===== src/rtl/shift_feed_fifo.sv =====
// Byte FIFO feeding the 8-bit shift-register stage: registered byte + 1-cycle enable
// strobe per byte, with an optional trailing run of pad bytes to drain the shifter.
module shift_feed_fifo #(
  parameter int          DEPTH     = 4,
  parameter int          PAD_LEN   = 8,
  parameter logic [7:0]  PAD_VALUE = 8'h00
) (
  input  logic        clk,
  input  logic        reset,
  input  logic        io_in_valid,
  output logic        io_in_ready,
  input  logic [7:0]  io_in_bits,
  input  logic        io_hold,
  input  logic        io_flush,
  output logic [7:0]  io_out,
  output logic        io_enable,
  output logic        io_busy,
  output logic [15:0] io_count
);
  localparam int AW = (DEPTH > 1) ? $clog2(DEPTH) : 1;
  localparam int CW = $clog2(DEPTH + 1);

  localparam logic [1:0] S_IDLE   = 2'd0;
  localparam logic [1:0] S_STREAM = 2'd1;
  localparam logic [1:0] S_FLUSH  = 2'd2;

  logic [7:0]    mem_q [DEPTH];
  logic [AW-1:0] head_q, head_d, tail_q, tail_d;
  logic [CW-1:0] occ_q, occ_d;
  logic [1:0]    state_q, state_d;
  logic          pend_q, pend_d;
  logic [7:0]    pad_q, pad_d;
  logic [7:0]    out_q, out_d;
  logic          en_q, en_d;
  logic [15:0]   count_q, count_d;

  logic empty, full, push, issue_data, issue_pad;

  assign empty      = (occ_q == '0);
  assign full       = (occ_q == CW'(DEPTH));
  // Ready depends only on registered state so upstream can't form a comb loop through valid.
  assign io_in_ready = !reset && !full && !pend_q && (state_q != S_FLUSH);
  assign push       = io_in_valid && io_in_ready;
  assign issue_data = !io_hold && !empty && (state_q != S_FLUSH);
  assign issue_pad  = !io_hold && (state_q == S_FLUSH);

  always_comb begin
    head_d  = head_q;
    tail_d  = tail_q;
    state_d = state_q;
    pend_d  = pend_q;
    pad_d   = pad_q;
    out_d   = out_q;
    en_d    = 1'b0;
    count_d = count_q;

    if (push) tail_d = tail_q + 1'b1;
    occ_d = occ_q + CW'(push) - CW'(issue_data);

    if (issue_data) begin
      out_d   = mem_q[head_q];
      en_d    = 1'b1;
      head_d  = head_q + 1'b1;
      count_d = count_q + 16'd1;
    end

    if (state_q == S_FLUSH) begin
      if (issue_pad) begin
        out_d = PAD_VALUE;
        en_d  = 1'b1;
        pad_d = pad_q - 8'd1;
        if (pad_q == 8'd1) begin
          state_d = S_IDLE;
          pend_d  = 1'b0;
        end
      end
    end else if (pend_q && empty) begin
      state_d = S_FLUSH;
      pad_d   = 8'(PAD_LEN);
    end else begin
      if (io_flush && !pend_q) pend_d = 1'b1;
      state_d = (occ_d != '0) ? S_STREAM : S_IDLE;
    end
  end

  always_ff @(posedge clk) begin
    if (reset) begin
      head_q  <= '0;
      tail_q  <= '0;
      occ_q   <= '0;
      state_q <= S_IDLE;
      pend_q  <= 1'b0;
      pad_q   <= '0;
      out_q   <= '0;
      en_q    <= 1'b0;
      count_q <= '0;
    end else begin
      head_q  <= head_d;
      tail_q  <= tail_d;
      occ_q   <= occ_d;
      state_q <= state_d;
      pend_q  <= pend_d;
      pad_q   <= pad_d;
      out_q   <= out_d;
      en_q    <= en_d;
      count_q <= count_d;
    end
  end

  // Storage needs no reset: occupancy gates every read.
  always_ff @(posedge clk) begin
    if (push) mem_q[tail_q] <= io_in_bits;
  end

  assign io_out    = out_q;
  assign io_enable = en_q;
  assign io_count  = count_q;
  assign io_busy   = !reset && (!empty || pend_q || (state_q == S_FLUSH));
endmodule


===== config.mk =====
export PLATFORM = sky130hd
export DESIGN_NAME = shift_feed_fifo
export DESIGN_NICKNAME = d
export VERILOG_FILES = /design/src/rtl/shift_feed_fifo.sv
export SDC_FILE = /design/constraint.sdc
export NUM_CORES = 1
export LEC_CHECK = 0
export ABC_CLOCK_PERIOD_IN_PS = 3650
export BUFFER_PORTS_ARGS = -buffer_cell sky130_fd_sc_hd__buf_2
export CAP_MARGIN = 15
export CORE_ASPECT_RATIO = 0.9
export CORE_MARGIN = 5
export CORE_UTILIZATION = 57
export CTS_CLUSTER_DIAMETER = 100
export DETAILED_ROUTE_END_ITERATION = 16
export GPL_TIMING_DRIVEN = 0
export PLACE_DENSITY = 0.79
export SLEW_MARGIN = 20
export SYNTH_ARGS = -nofsm -noshare
export SYNTH_HDL_FRONTEND = slang
export SYNTH_SLANG_ARGS = --single-unit

===== constraint.sdc =====
create_clock -name clk -period 3.65 [get_ports clk]
set_input_delay 0.1825 -clock clk [delete_from_list [all_inputs] [get_ports clk]]
set_output_delay 0.1825 -clock clk [all_outputs]
set_load 0.05 [all_outputs]

# ---- After elaboration in Yosys (flattened, before gate mapping)
# Memories as Yosys holds them, arrays and structs flattened. A register that Yosys moved wholly into a read port is not among the register bits.
# Cells that the tools add are included.
dict set report word_totals {
  register_bits 43
  mem_bits_rw 32
  input_bits 13
  output_inout_bits 27
  wordCells 70
  n_memories 1
}
# memory depth width rd rd_clocked_by_memory_dff wr line
set memory_table {}
lappend memory_table {mem_q 4 8 1 1 1 27} ;# logic [7:0] mem_q [DEPTH];
dict set report op_classes {
  addsub 6
  eq_ne 7
  n_mux 23
  n_reduce_logical 24
}
# cell n
set ops {}
lappend ops {{8-bit 2-to-1 mux} 6}
lappend ops {{16-bit by 1-bit adder with 16-bit output, second input constant} 1}
lappend ops {{2-bit 2-to-1 mux} 6}
lappend ops {{1-bit 2-to-1 mux} 11}
lappend ops {{1-bit logical AND} 10}
lappend ops {{8-bit by 1-bit == test with 1-bit output, second input constant} 1}
lappend ops {{8-bit by 1-bit subtractor with 8-bit output, second input constant} 1}
lappend ops {{2-bit inequality test, second input constant} 3}
lappend ops {{1-bit zero test} 5}
lappend ops {{2-bit by 1-bit adder with 2-bit output, second input constant} 2}
lappend ops {{2-bit AND reduction} 2}
lappend ops {{4-bit AND reduction} 1}
lappend ops {{2-bit nonzero test} 2}
lappend ops {{3-bit by 1-bit adder with 3-bit output} 1}
lappend ops {{3-bit == test, second input constant} 1}
lappend ops {{3-bit zero test} 1}
lappend ops {{3-bit nonzero test} 1}
lappend ops {{3-bit by 1-bit subtractor with 3-bit output} 1}
lappend ops {{2-bit == test, second input constant} 1}
lappend ops {{1-bit logical OR} 2}
lappend ops {{2-bit by 1-bit inequality test with 1-bit output, second input constant} 1}

# ---- Longest topological paths before layout
dict set report logic_depth {
  word_depth 12
  depth_mapped 14
  mapped_depth_nobuf 12
}

# ---- Worst setup path after synthesis
# OpenSTA, ideal clock, no wires.
dict set report synth_timing {
  path_type {register to register}
  start {reg occ_q[1]}
  end {reg state_q[0]}
  setup_time_ns 0.132
  t_arrival_ns 2.684
  required_ns 3.518
  setup_slack_ns 0.834
  path_stages_with_launch 14
  n_path_buf 1
  period_less_slack_ns 2.816
  path_cell_list {dfxtp_1 nor3_2 or3_1 clkinv_1 clkbuf_1 ha_1 inv_1 ha_1 inv_1 fa_1 xnor2_1 xnor2_1 nor3b_1 nor3_1}
}
dict set report synth_via {
  elab_chain_cells 12
  word_cells_on_any_way 17
  cone_classes {add/sub (2); eq/ne (1); mux (3); reduce/logical (11)}
}
# item line
set synth_lines {}
lappend synth_lines {{start: declaration} 29} ;# logic [CW-1:0] occ_q, occ_d;
lappend synth_lines {{start signal: assignment} 90} ;# occ_q <= '0;
lappend synth_lines {{start signal: assignment} 100} ;# occ_q <= occ_d;
lappend synth_lines {{3-bit == test} 40} ;# assign full = (occ_q == CW'(DEPTH));
lappend synth_lines {{1-bit zero test} 42} ;# assign io_in_ready = !reset && !full && !pend_q && (state_q != S_FLUSH);
lappend synth_lines {{1-bit logical AND (3 in series)} 42}
lappend synth_lines {{1-bit logical AND} 43} ;# assign push = io_in_valid && io_in_ready;
lappend synth_lines {{3-bit by 1-bit adder with 3-bit output} 58} ;# occ_d = occ_q + CW'(push) - CW'(issue_data);
lappend synth_lines {{3-bit by 1-bit subtractor with 3-bit output} 58}
lappend synth_lines {{3-bit nonzero test} 82} ;# state_d = (occ_d != '0) ? S_STREAM : S_IDLE;
lappend synth_lines {{1-bit 2-to-1 mux} 82}
lappend synth_lines {{2-bit 2-to-1 mux *} 77} ;# end else if (pend_q && empty) begin
lappend synth_lines {{2-bit 2-to-1 mux *} 67} ;# if (state_q == S_FLUSH) begin
lappend synth_lines {{end signal: assignment} 101} ;# state_q <= state_d;
lappend synth_lines {{end: declaration} 30} ;# logic [1:0] state_q, state_d;
# Mark *: on every way between the ends. The rest lies on a longest branch, timed or not.
# A chain may end at the register's enable or synchronous reset.

# ---- Worst setup path in the final report
# Ends and elaborated chain as after synthesis.

==> run summary <==
Status = complete, no violations
RR Endpoint = state_q[0]$_SDFFE_PP0P_
Power per standard cell area = 642 mW/mm^2
Skew final = 0.00638 ns
Vias in the first global route = 2140
Crit path launch type = flop
Die height = 81.5 um
Post-synth top cells = dfxtp_1, edfxtp_1, a21oi_1, nand2_1, nor2_1
Clock power frac = 0.247
RSZ-0062 raised after global routing = false
Total power = 2370 uW
Place WS = 0.422 ns
Hold Crit Class = primary input to flop
CP required = 3.87 ns
Diodes inserted = 0
Final ANT Viol Nets = 0
Fin. Hold Viols = 0
Site row count = 26
Sequential fraction of design power = 0.455
Worst Slack Setup Final = 0.385 ns
Ys flop type = dfxtp_1
Worst Path Arrival = 3.48 ns
RR Startpoint = occ_q[1]$_SDFF_PP0_
Die Wd = 89.4 um
Peak VDD IR = 342 uV
Worst Path Max Fanout = 10
Mean post-synth cell area = 11.4 um^2
Switch share = 0.359
Clock latency at the later pin of the worst-skew pair = 0.35 ns
Worst Hold End = mem_q[1][7]$_DFFE_PP_
Hpwl dp = 4260 um
Internal power = 1520 uW
I/O pin count = 40
Largest area contributor in the netlist = edfxtp_1
Total Neg Setup Slack = 0 ns
Ys Warns = 0
Final GP Congestion = 0.821
Synth Instances = 285
Largest net degree at the start of global routing = 16
Worst R2R Path Depth = 13
Layout cell share with drive strength beyond 1 = 0.212
CP Class = flop to flop
Reg2Reg Setup Slack = 0.38 ns
Die ar. = 0.00729 mm^2
Post-route DRC = 0
H-tree depth = 3
Slew headroom = 0.534
Share of the synthesized area in the top cell type = 0.297
Core area = 0.00560 mm^2
1st-iter DRT viols = 105
First-pass GRT wire length = 10200 um
Fmax = 306 MHz
Pleak = 0.00135 uW
Via count = 2233
Pins Over Slew Limit = 0
# setup viols final = 0
Worst Path Buf+Inv = 4
First-pass DRT Iterations = 5
Combinational share of power = 0.298
Setup Fix Bufs, Post-CTS = 0
PortBufs = 38
Yosys cell types = 43
Gates resized, CTS repair = 0
Clock sinks = 77
Crit-path cells = nor3_2 > or3_1 > clkinv_1 > clkbuf_1 > ha_1 > inv_1 > ha_1 > inv_1 > fa_1 > xnor2_1 > xnor2_1 > nor3b_1 > nor3_1
Overflow after GRT = 0
Register area share after synthesis = 0.575
Family with the most delay on the worst path = simple AND/OR/NAND/NOR gates
Switch Pwr = 851 uW
Worst Min Path Start = io_in_bits[7]
Synth async-reset ratio = 0
CP peak stage delay = 0.49 ns
Initial Util = 0.578
Final Cell Area = 0.00370 mm^2
Routed WL = 5990 um
Placed Area = 0.00351 mm^2
Fin Hold WS = 0.0375 ns
Nets = 357
Hold path depth = 1
Worst-margin pin slew = 0.698 ns
CTS tree = done
Critical Path Slowest Stage Cell = nor3_2
CTS Buf Count = 9
Most frequent cell after synthesis = dfxtp_1
Root Buffer = clkbuf_8
Clock Pin Slew Worst Setup and Hold Paths = 0.08 ns
DR WL/cell = 14.7 um
Synth Register Bits = 77
Minimum clock period = 3.27 ns
Vias per inst = 5.46
Crit end category = flop
Clk buf depth = 2
Top post-synthesis cells by area = edfxtp_1, dfxtp_1, mux4_2
Period utilization = 0.895
Initial antenna violation count = 0
CTS Hold Bufs = 0
Layout area overhead = 14.2%
GRT Resource Usage Total = 0.188
Net Count, Synth = 308
Max Cap Violations = 0
EDFF count, synth = 32
Mapped Area = 0.00324 mm^2
## worst max path at each step
stage                        start                 endpoint  slack [ns]  depth (start not counted)
2_1_floorplan  occ_q[1]$_SDFF_PP0_  state_q[0]$_SDFFE_PP0P_        0.83                         13
3_3_place_gp   occ_q[1]$_SDFF_PP0_  state_q[0]$_SDFFE_PP0P_        0.45                         13
3_5_place_dp   occ_q[1]$_SDFF_PP0_  state_q[0]$_SDFFE_PP0P_        0.42                         13
4_1_cts        occ_q[1]$_SDFF_PP0_  state_q[0]$_SDFFE_PP0P_        0.37                         13
5_1_grt        occ_q[1]$_SDFF_PP0_  state_q[0]$_SDFFE_PP0P_        0.04                         13
6_report       occ_q[1]$_SDFF_PP0_  state_q[0]$_SDFFE_PP0P_        0.38                         13
## cell type report
class / instances / area (um^2)
inverter: 15 / 56.3
clock inverter: 7 / 58.8
buffer: 15 / 63.8
tap: 70 / 87.6
timing repair buffer: 38 / 190
clock buffer: 9 / 124
multi-input combinational: 178 / 1250
sequential: 77 / 1860
fill: 424 / 1900
## worst reg2reg max path: stages, from the launching register on
cell and delay, ns:
dfxtp_1 0.36, nor3_2 0.49, or3_1 0.23, clkinv_1 0.24, clkbuf_1 0.30, ha_1 0.33
inv_1 0.07, ha_1 0.15, inv_1 0.05, fa_1 0.37, xnor2_1 0.15, xnor2_1 0.15
nor3b_1 0.18, nor3_1 0.07
## per-stage QoR
stage,instances,utilization
6_report,409,0.661
5_1_grt,409,0.661
4_1_cts,409,0.661
3_5_place_dp,393,0.628
3_3_place_gp,393,0.628
2_1_floorplan,285,-
## state kept, by name, summed over array words and instances, names as in the netlist, named ones only
signal,count
io_enable,1
state_q,2
occ_q,3
io_out,8
pend_q,1
io_count,16
mem_q,32
pad_q,8
head_q,2
tail_q,2
## cells by family (layout without fill, tap and decap cells)
logic type | after synthesis | in the layout | synth area share
AO/OA/AOI/OAI | 47 | 47 | 0.0851
XOR/XNOR | 11 | 11 | 0.0298
adder cells (fa/ha/maj) | 10 | 10 | 0.0410
buffers and inverters | 30 | 84 | 0.0371
flip-flops | 77 | 77 | 0.575
multiplexers | 10 | 10 | 0.0626
AND/OR/NAND/NOR | 100 | 100 | 0.169
## power by group through the flow
stage / registers [uW] / logic [uW] / clock network [uW]
2_1_floorplan: 1190 / 456 / 0
3_3_place_gp: 1100 / 693 / 0
3_5_place_dp: 1100 / 705 / 0
4_1_cts: 1080 / 712 / 602
5_1_grt: 1090 / 792 / 639
6_report: 1080 / 707 / 587
## layout by cell type (no fill, tap or decap), types with 2 or more instances in the layout
cell type / n
dfxtp_1: 45
buf_2: 38
edfxtp_1: 32
a21oi_1: 27
nor2_1: 23
nand2_1: 23
inv_1: 14
clkbuf_1: 11
xnor2_1: 9
ha_1: 9
clkbuf_8: 9
mux4_2: 8
nand3_1: 7
or3_1: 6
o31ai_1: 6
and2_1: 5
or4_1: 5
o21ai_0: 5
nand4_1: 5
nor2b_1: 4
nand2b_1: 3
buf_1: 3
a31oi_1: 3
nor4_1: 3
or3b_2: 2
and4_1: 2
and3_1: 2
nor3b_1: 2
nor3_1: 2
a211oi_1: 2
xor2_1: 2
mux2_2: 2
clkinv_4: 2
inv_6: 2
## layer usage
| metal | vias to the layer above | share of wire | global-route usage |
|---|---|---|---|
| li1 | 1123 | - | - |
| met1 | 1059 | 0.47 | 0.261 |
| met2 | 46 | 0.46 | 0.284 |
| met3 | 5 | 0.060 | 0.0592 |
| met4 | 0 | 0.0092 | 0.0595 |
| met5 | - | 0 | 0 |
Note: power is estimated with default switching activity, not from simulation.
